--- src/rtl/pipeline_pkg.sv ---
// Shared pipeline types and widths for the fetch front end and the IF/ID boundary.
`default_nettype none

package pipeline_pkg;

  localparam int INST_W = 32;
  localparam int ADDR_W = 32;
  localparam logic [ADDR_W-1:0] RESET_PC_DEFAULT = 32'h0000_0000;

  typedef struct packed {
    logic [INST_W-1:0] inst;
    logic [ADDR_W-1:0] pc_plus4;
  } fetch_entry_t;

  function automatic logic [ADDR_W-1:0] word_align(input logic [ADDR_W-1:0] addr);
    return {addr[ADDR_W-1:2], 2'b00};
  endfunction

endpackage

`default_nettype wire

--- src/rtl/fetch_queue.sv ---
// Shift-register prefetch FIFO of fetch entries; the head always sits in slot 0
// so the decoder sees a registered word with no path from memory data.
`default_nettype none

module fetch_queue
  import pipeline_pkg::*;
#(
  parameter int DEPTH = 2
) (
  input  logic                         clk,
  input  logic                         reset,
  input  logic                         flush,
  input  logic                         push,
  input  fetch_entry_t                 push_entry,
  input  logic                         pop,
  output fetch_entry_t                 head,
  output logic                         valid,
  output logic [$clog2(DEPTH+1)-1:0]   count
);

  localparam int CW = $clog2(DEPTH + 1);
  localparam logic [CW-1:0] ONE = CW'(1);
  localparam logic [CW-1:0] FULL = CW'(DEPTH);

  fetch_entry_t    entries [DEPTH];
  logic [CW-1:0]   count_next;
  logic [CW-1:0]   wr_idx;

  // A simultaneous pop shifts everything down, so the push lands one slot lower.
  always_comb begin
    wr_idx     = pop ? (count - ONE) : count;
    count_next = count;
    if (push && !pop) begin
      count_next = count + ONE;
    end else if (pop && !push) begin
      count_next = count - ONE;
    end
  end

  for (genvar i = 0; i < DEPTH; i++) begin : g_entry
    fetch_entry_t slot;
    fetch_entry_t shift_in;

    if (i < DEPTH - 1) begin : g_shift
      assign shift_in = entries[i+1];
    end else begin : g_last
      assign shift_in = slot;
    end

    always_ff @(posedge clk or negedge reset) begin
      if (!reset) begin
        slot <= '0;
      end else if (!flush) begin
        if (push && (wr_idx == CW'(i))) begin
          slot <= push_entry;
        end else if (pop) begin
          slot <= shift_in;
        end
      end
    end

    assign entries[i] = slot;
  end

  always_ff @(posedge clk or negedge reset) begin
    if (!reset) begin
      count <= '0;
    end else if (flush) begin
      count <= '0;
    end else begin
      count <= count_next;
    end
  end

  assign head  = entries[0];
  assign valid = (count != '0);

  a_no_overflow: assert property (@(posedge clk) disable iff (!reset)
    (push && !pop && !flush) |-> (count < FULL));

  a_no_underflow: assert property (@(posedge clk) disable iff (!reset)
    (pop && !flush) |-> (count != '0));

endmodule

`default_nettype wire

--- src/rtl/instruction_fetch_unit.sv ---
// Instruction fetch: PC, single outstanding read to a synchronous memory,
// prefetch queue towards decode, and redirect handling.
`default_nettype none

module instruction_fetch_unit
  import pipeline_pkg::*;
#(
  parameter logic [ADDR_W-1:0] RESET_PC = RESET_PC_DEFAULT,
  parameter int                QDEPTH   = 2
) (
  input  logic              clk,
  input  logic              reset,
  output logic              imem_rd_en,
  output logic [ADDR_W-1:0] imem_addr,
  input  logic [INST_W-1:0] imem_rd_data,
  input  logic              redirect,
  input  logic [ADDR_W-1:0] redirect_pc,
  output logic              dec_valid,
  input  logic              dec_ready,
  output logic [INST_W-1:0] dec_inst,
  output logic [ADDR_W-1:0] dec_pc_plus4
);

  localparam int CW = $clog2(QDEPTH + 1);
  localparam logic [CW:0] DEPTH_LIMIT = QDEPTH[CW:0];

  logic [ADDR_W-1:0] pc;
  logic [ADDR_W-1:0] inflight_pc;
  logic              inflight;
  logic              drop;
  logic              started;

  logic [CW-1:0]     count;
  logic              q_valid;
  fetch_entry_t      head;
  fetch_entry_t      push_entry;
  logic              pop;
  logic              push;
  logic              issue;
  logic [CW:0]       pending;

  // Occupancy after this cycle, counting the read already in flight, decides issue.
  always_comb begin
    pop     = q_valid && dec_ready && !redirect;
    pending = {1'b0, count} + {{CW{1'b0}}, inflight} - {{CW{1'b0}}, pop};
    issue   = started && !redirect && (pending < DEPTH_LIMIT);
    push    = inflight && !drop && !redirect;
    push_entry.inst     = imem_rd_data;
    push_entry.pc_plus4 = inflight_pc + ADDR_W'(4);
  end

  always_ff @(posedge clk or negedge reset) begin
    if (!reset) begin
      pc          <= RESET_PC;
      inflight_pc <= RESET_PC;
      inflight    <= 1'b0;
      drop        <= 1'b0;
      started     <= 1'b0;
    end else begin
      started <= 1'b1;
      if (redirect) begin
        pc       <= word_align(redirect_pc);
        drop     <= inflight;
        inflight <= 1'b0;
      end else begin
        drop     <= drop && inflight;
        inflight <= issue;
        if (issue) begin
          pc          <= pc + ADDR_W'(4);
          inflight_pc <= pc;
        end
      end
    end
  end

  fetch_queue #(
    .DEPTH(QDEPTH)
  ) u_queue (
    .clk        (clk),
    .reset      (reset),
    .flush      (redirect),
    .push       (push),
    .push_entry (push_entry),
    .pop        (pop),
    .head       (head),
    .valid      (q_valid),
    .count      (count)
  );

  assign imem_rd_en   = issue;
  assign imem_addr    = pc;
  assign dec_valid    = q_valid && !redirect;
  assign dec_inst     = head.inst;
  assign dec_pc_plus4 = head.pc_plus4;

endmodule

`default_nettype wire

--- config.mk ---
export PLATFORM = sky130hd
export DESIGN_NAME = instruction_fetch_unit
export DESIGN_NICKNAME = d
export VERILOG_FILES = /design/src/rtl/pipeline_pkg.sv /design/src/rtl/fetch_queue.sv /design/src/rtl/instruction_fetch_unit.sv
export SDC_FILE = /design/constraint.sdc
export NUM_CORES = 1
export LEC_CHECK = 0
export ABC_AREA = 1
export CAP_MARGIN = 20
export CORE_MARGIN = 8
export CORE_UTILIZATION = 59
export DETAILED_ROUTE_END_ITERATION = 8
export PLACE_DENSITY = 0.85
export RECOVER_POWER = 25
export SKIP_CTS_REPAIR_TIMING = 1
export SLEW_MARGIN = 40
export SYNTH_ARGS = -nofsm -noshare
export SYNTH_HDL_FRONTEND = slang
export SYNTH_HIERARCHICAL = 1
export SYNTH_SLANG_ARGS = --single-unit
--- constraint.sdc ---
create_clock -name clk -period 9.7 [get_ports clk]
set_input_delay 1.94 -clock clk [delete_from_list [all_inputs] [get_ports clk]]
set_output_delay 1.94 -clock clk [all_outputs]
set_load 0.03 [all_outputs]
==> metrics.csv, run 1 <==
stage;metric;value;unit
run_status;status;finished clean;
placed_design;dp_hpwl;19000;um
sta;slew_headroom;0.485;
setup_path;crit_chain;clkdlybuf4s50_1 > nand2_1 > nor2_1 > ha_1 > or2_2 > fa_1 > nand2_1 > nor2_2 > nand2_2 > inv_1 > buf_4 > clkdlybuf4s50_1;
clock_network;clock_latency;0.44;ns
clock_network;cts_tree;built;
floorplanning;ios;166;
placed_design;numPortBuffers;161;
sta;tightestPinTransition;0.772;ns
routing;drc;0;
sta;maxSlewViolCount;0;
yosys;post_synth_instance_area;10800;um^2
yosys;synthFlopType;dfrtp_1;
yosys;post_synth_xor_area_fraction;0.0186;
floorplanning;rows;49;
clock_network;path_clk_slew;0.07;ns
global_routing;grt_pass1_wl;45700;um
yosys;yosysUniqueCellTypes;35;
sta;max_freq;142;MHz
sta;setup_viol;0;
yosys;synth_edf_count;0;
clock_network;root_buffer;clkbuf_16;
sta;period_minus_slack;7.06;ns
yosys;ys_seq_area_frac;0.445;
finish;final_cell_area;12600;um^2
global_routing;grt_max_degree;126;
global_routing;grt_pass1_vias;9370;
yosys;yosys.area_share.adder;0.00761;
routing;post_drt_wl_per_cell;15.3;um
sta;post-route-period-util;0.728;
yosys;synth_top_cell_by_area;dfrtp_1;
yosys;synth-simple-area-share;0.386;
setup_path;setup.worst_path.class;in2out;
yosys;synthMuxAreaShare;0;
setup_path;cp-end-kind;output port;
routing;met2_length;12900;um
global_routing;antenna_found_initial;0;
power_and_ir_drop;power_density;252;nW/um^2
floorplanning;initial_core_util;0.602;
setup_path;cp-start-kind;input port;
routing;antenna_left;0;
yosys;netlist_instances;1502;
floorplanning;die_area;23000;um^2
floorplanning;die_w;152;um
clock_network;numClockSinks;193;
yosys;synth_top_family_by_area;simple AND/OR/NAND/NOR gates;
routing;drt_first_pass_iters;8;
floorplanning;core-area;18000;um^2
clock_network;ctsLongestPathBuffers;2;
yosys;yosysWarnings;6;
routing;first_iter_violations;762;
setup_path;worstPathRequired;7.76;ns
sta;fin_skew;0.0147;ns
setup_path;critPathMaxFanout;29;
finish;utilization;0.697;
routing;top_layer;met4;
yosys;ys_ff_latch;193;
setup_path;worst_path_largest_cell_delay;0.75;ns
placed_design;place.gp.congestion;0.932;
finish;drive_above_1_share;0.0494;
finish;most-common-layout-cells;nand2_1, dfrtp_1, nand3_1, clkdlybuf4s50_1, inv_1;
clock_network;cts_buffers;17;
routing;vias_per_cell;5.33;
floorplanning;die_h;152;um
finish;final_common_cell;nand2_1;
routing;vias;9625;
finish;area_growth;15.9;%
finish;antennaDiodeCount;0;
yosys;async_flop_share;1.00;
setup_path;crit_buf_inv;4;
routing;wirelength;27700;um
setup_path;cp_slowest_cell;clkdlybuf4s50_1;
yosys;synth_compound_area_frac;0.0300;
power_and_ir_drop;power.leakage;0.00648;uW
job;drv_cap;0;
routing;routed-wl-met3;2110;um
sta;hold_violations;0;
setup_path;reg2reg_slack;5.81;ns
finish;fin_nets;1639;
power_and_ir_drop;vdd_ir_drop_max;146;uV
hold_path;hold_class;reg2reg;
yosys;synth.area.top_cells;dfrtp_1, nand2_1, nand3_1, buf_4, inv_1;
yosys;yosysTopAreaCellShare;0.445;
sta;rsz0062_at_grt;false;
global_routing;grt_overflow_total;0;
sta;finalSetupTns;0;ns
global_routing;grt_util_all_layers;0.246;
yosys;syn_avg_cell_area;7.22;um^2
placed_design;place_area;12000;um^2
routing;wl_met1;12100;um
clock_network;htree_levels;4;
setup_path;cp_top_family;buffers and inverters;
setup_path;cp_data_arrival_time;5.12;ns
[power by group]
group	internal (uW)	switching (uW)	leakage [uW]
clock	342	339	0.000280
sequential	1030	213	0.00255
combinational	435	805	0.00365
total	1810	1360	0.00648
[Yosys cell counts, types with 2 or more instances]
cell	count
buf_1	2
nand2_4	2
nand2_1	696
nand3_2	2
nand3_1	189
nor3_2	2
a21oi_1	4
xor2_1	17
and2_1	2
nand2_2	5
or2_2	2
buf_6	8
clkbuf_1	3
nand4_1	2
xnor2_1	6
nor2_1	64
o211ai_1	5
buf_4	72
ha_1	5
nor3_1	11
inv_1	83
buf_2	49
dfrtp_1	193
conb_1	2
nand3b_1	8
nor2_2	6
nor2_4	7
o21ai_0	48
[layout make-up]
type                       count  area (um^2)
fill                        1492         5460
clock buffer                  17          425
inverter                      85          319
clock inverter                15          144
multi-input combinational   1095         4840
tap                          229          287
sequential                   193         4830
timing repair buffer         173         1720
[path summary, 6_finish.rpt]
| kind | start | end | cells past startpoint |
|---|---|---|---|
| max | dec_ready | imem_rd_en | 12 |
| min | u_queue/entries[61]$_DFFE_PN0P_ | u_queue/entries[61]$_DFFE_PN0P_ | 2 |
| max reg2reg | u_queue/count[1]$_DFFE_PN0P_ | imem_addr[14]$_DFFE_PN0P_ | 16 |
| min reg2reg | u_queue/entries[61]$_DFFE_PN0P_ | u_queue/entries[61]$_DFFE_PN0P_ | 2 |
| max in group asynchronous | reset | inflight_pc[24]$_DFFE_PN0P_ | 2 |
| min in group asynchronous | reset | u_queue/entries[6]$_DFFE_PN0P_ | 1 |
[registers in the layout (all words and copies together) (netlist names)]
signal / flops
u_queue/entries: 64
drop: 1
u_queue/count: 2
imem_addr: 30
inflight: 1
inflight_pc: 30
u_queue/head: 64
started: 1
[metal layers]
layer  global-route usage  vias to the layer above
met1                0.331                     4450
met2                0.393                      381
met3               0.0538                       45
met4               0.0715                        0
met5                    0                        -
li1                     -                     4749
[per-stage QoR]
stage          instances  power (uW)  setup WS [ns]  hold slack, ns
5_1_grt             1807        3380           2.50           0.491
4_1_cts             1807        3180           2.64           0.476
2_1_floorplan       1507        2130           3.58           0.442
6_report            1807        3170           2.64           0.475
3_3_place_gp        1775        2450           2.66           0.453
3_5_place_dp        1775        2490           2.64           0.458
[kinds of logic (layout without fill, tap and decap cells)]
group                    after synthesis  after routing
other                                  2              7
XOR/XNOR                              23             23
AO/OA/AOI/OAI                         59             59
AND/OR/NAND/NOR                     1000           1000
flip-flops                           193            193
adder cells (fa/ha/maj)                6              6
buffers and inverters                219            290
[worst reg2reg max path: stages (launching register included)]
cell      delay, ns
dfrtp_1        0.44
inv_1          0.11
ha_1           0.19
inv_1          0.07
nand2_1        0.07
nor2_1         0.24
ha_1           0.29
or2_2          0.31
fa_1           0.48
nand2_1        0.06
nor2_2         0.10
nand2_2        0.06
buf_4          0.31
nand2_2        0.42
clkinv_1       0.39
nand2_1        0.14
nand3_1        0.09
Note: power is estimated with default switching activity, not from simulation.
==> run 2: changes to the inputs <==
--- a/config.mk
+++ b/config.mk
@@ -8,9 +8,9 @@
 export ABC_AREA = 1
 export CAP_MARGIN = 20
 export CORE_MARGIN = 8
-export CORE_UTILIZATION = 59
+export CORE_UTILIZATION = 55
 export DETAILED_ROUTE_END_ITERATION = 8
-export PLACE_DENSITY = 0.85
+export PLACE_DENSITY = 0.8
 export RECOVER_POWER = 25
 export SKIP_CTS_REPAIR_TIMING = 1
 export SLEW_MARGIN = 40
==> constraint.sdc (replaced) <==
create_clock -name clk -period 7.4 [get_ports clk]
set_input_delay 1.48 -clock clk [delete_from_list [all_inputs] [get_ports clk]]
set_output_delay 1.48 -clock clk [all_outputs]
set_load 0.03 [all_outputs]
==> run 2 against run 1 <==
Compared with the run above: the run now ends with capacitance limit, slew limit left; core utilization decreased by 4.4 points; via count decreased by 1.3%; critical path depth unchanged; combinational power increased by 31%; power increased by 34%; first-iteration DRC count increased by 2.2%; highest routed layer unchanged; flip-flop and latch count unchanged; sequential share of layout area decreased by 0.32 points.
==> metrics.csv, run 2 (synthesis gave the netlist of run 1 again) <==
stage;metric;value;unit
run_status;status;complete, but fails checks;
run_status;violations;capacitance limit, slew limit;
placed_design;dp_hpwl;18800;um
hold_path;hold_depth;2;
global_routing;antenna_found_initial;0;
global_routing;grt_overflow_total;0;
finish;area_growth;16.8;%
placed_design;place.gp.congestion;0.914;
floorplanning;initial_core_util;0.559;
job;drv_cap;2;
sta;rsz0062_at_grt;false;
finish;fin_nets;1639;
routing;vias;9503;
sta;tightestPinTransition;4.26;ns
sta;period_minus_slack;5.70;ns
finish;drive_above_1_share;0.0488;
power_and_ir_drop;p_sw;1770;uW
floorplanning;die_h;156;um
power_and_ir_drop;power_density;335;nW/um^2
clock_network;numClockSinks;193;
routing;drt_first_pass_iters;5;
hold_path;hold_class;reg2reg;
clock_network;htree_levels;4;
setup_path;reg2regPathDepth;16;
floorplanning;ios;166;
clock_network;clock_latency;0.43;ns
routing;antenna_left;0;
sta;setup_viol;0;
global_routing;grt_pass1_vias;9042;
placed_design;numPortBuffers;161;
floorplanning;core-area;19400;um^2
setup_path;critPathMaxFanout;29;
clock_network;root_buffer;clkbuf_16;
clock_network;cts_tree;built;
finish;most-common-layout-cells;nand2_1, dfrtp_1, nand3_1, clkdlybuf4s50_1, inv_1;
power_and_ir_drop;vdd_ir_drop_max;183;uV
clock_network;cts_buffers;17;
floorplanning;die_w;156;um
clock_network;ctsLongestPathBuffers;2;
routing;first_iter_violations;779;
setup_path;cp-end-kind;output port;
clock_network;path_clk_slew;0.06;ns
sta;post-route-period-util;0.770;
finish;num-fill-cells;1708;
global_routing;grt_pass1_wl;45600;um
global_routing;grt_max_degree;117;
sta;finalSetupTns;0;ns
floorplanning;die_area;24500;um^2
finish;utilization;0.653;
routing;wirelength;27300;um
routing;vias_per_cell;5.16;
power_and_ir_drop;p_sw_frac;0.417;
power_and_ir_drop;clock_power_share;0.234;
routing;drc;0;
floorplanning;rows;51;
power_and_ir_drop;p_seq_frac;0.383;
finish;multiInputGateArea;4840;um^2
power_and_ir_drop;p_comb_frac;0.382;
setup_path;worstPathRequired;5.92;ns
sta;max_freq;176;MHz
setup_path;setup.worst_path.class;in2out;
sta;fin_skew;0.0134;ns
routing;post_drt_wl_per_cell;14.8;um
finish;ff_latch_area;4830;um^2
finish;final_common_cell;nand2_1;
power_and_ir_drop;internal_power;2480;uW
sta;hold_violations;0;
sta;maxSlewViolCount;119;
setup_path;cp_data_arrival_time;4.22;ns
sta;slew_headroom;-1.84;
setup_path;cp-start-kind;input port;
power_and_ir_drop;power.leakage;0.00650;uW
finish;antennaDiodeCount;0;
global_routing;grt_util_all_layers;0.228;
-- run 2: cell count changes in the layout (fill, tap and decap cells not counted) --
cell,change
bufinv_16,+3
clkbuf_1,+2
clkinv_4,-2
buf_6,-1
clkdlybuf4s50_1,-1
clkinv_2,-1
clkinv_8,+1
inv_8,-1
-- run 2: worst paths after layout --
check | start | to | slack, ns
min reg2reg | u_queue/entries[2]$_DFFE_PN0P_ | u_queue/entries[2]$_DFFE_PN0P_ | 0.47
min in group asynchronous | reset | u_queue/head[1]$_DFFE_PN0P_ | 1.03
max | dec_ready | imem_rd_en | 1.70
max in group asynchronous | reset | imem_addr[26]$_DFFE_PN0P_ | 1.94
max reg2reg | u_queue/count[1]$_DFFE_PN0P_ | imem_addr[6]$_DFFE_PN0P_ | 3.55
min | u_queue/entries[2]$_DFFE_PN0P_ | u_queue/entries[2]$_DFFE_PN0P_ | 0.47
-- run 2: power by group through the flow --
stage | clock (uW) | sequential [uW] | combinational [uW]
after CTS | 1010 | 1620 | 1630
after floorplan | 0 | 1660 | 1130
after global placement | 0 | 1630 | 1590
after global routing | 1060 | 1670 | 1800
after detailed placement | 0 | 1640 | 1620
final | 994 | 1630 | 1620
-- run 2: layer usage --
metal | share of wire | vias up | GRT usage
li1 | - | 4745 | -
met1 | 0.45 | 4422 | 0.307
met2 | 0.48 | 299 | 0.367
met3 | 0.062 | 37 | 0.0438
met4 | 0.018 | 0 | 0.0659
met5 | 0 | - | 0
-- run 2: through the flow --
step                      instances  hold WS (ns)  worst slack [ns]  cell area, um^2  total power [uW]
after detailed placement       1811         0.458              1.73            12000              3270
after global routing           1843         0.492             0.876            12700              4530
after floorplan                1507         0.442              2.20            10900              2800
after CTS                      1843         0.475              1.72            12700              4270
after global placement         1811         0.453              1.81            12000              3220
final                          1843         0.472              1.70            12700              4250
-- run 2: worst max-delay path, cell delays in order --
cell	delay, ns
clkdlybuf4s50_1	0.46
nand2_1	0.06
nor2_1	0.27
ha_1	0.29
or2_2	0.31
fa_1	0.50
nand2_1	0.07
nor2_2	0.10
nand2_2	0.08
inv_1	0.05
buf_4	0.31
buf_4	0.23
-- run 2: final cells by class --
type	count	area share
Multi-Input combinational cell	1095	0.382
Sequential cell	193	0.381
Tap cell	265	0.0262
Timing Repair Buffer	173	0.135
Clock inverter	15	0.0171
Clock buffer	17	0.0336
Inverter	85	0.0252
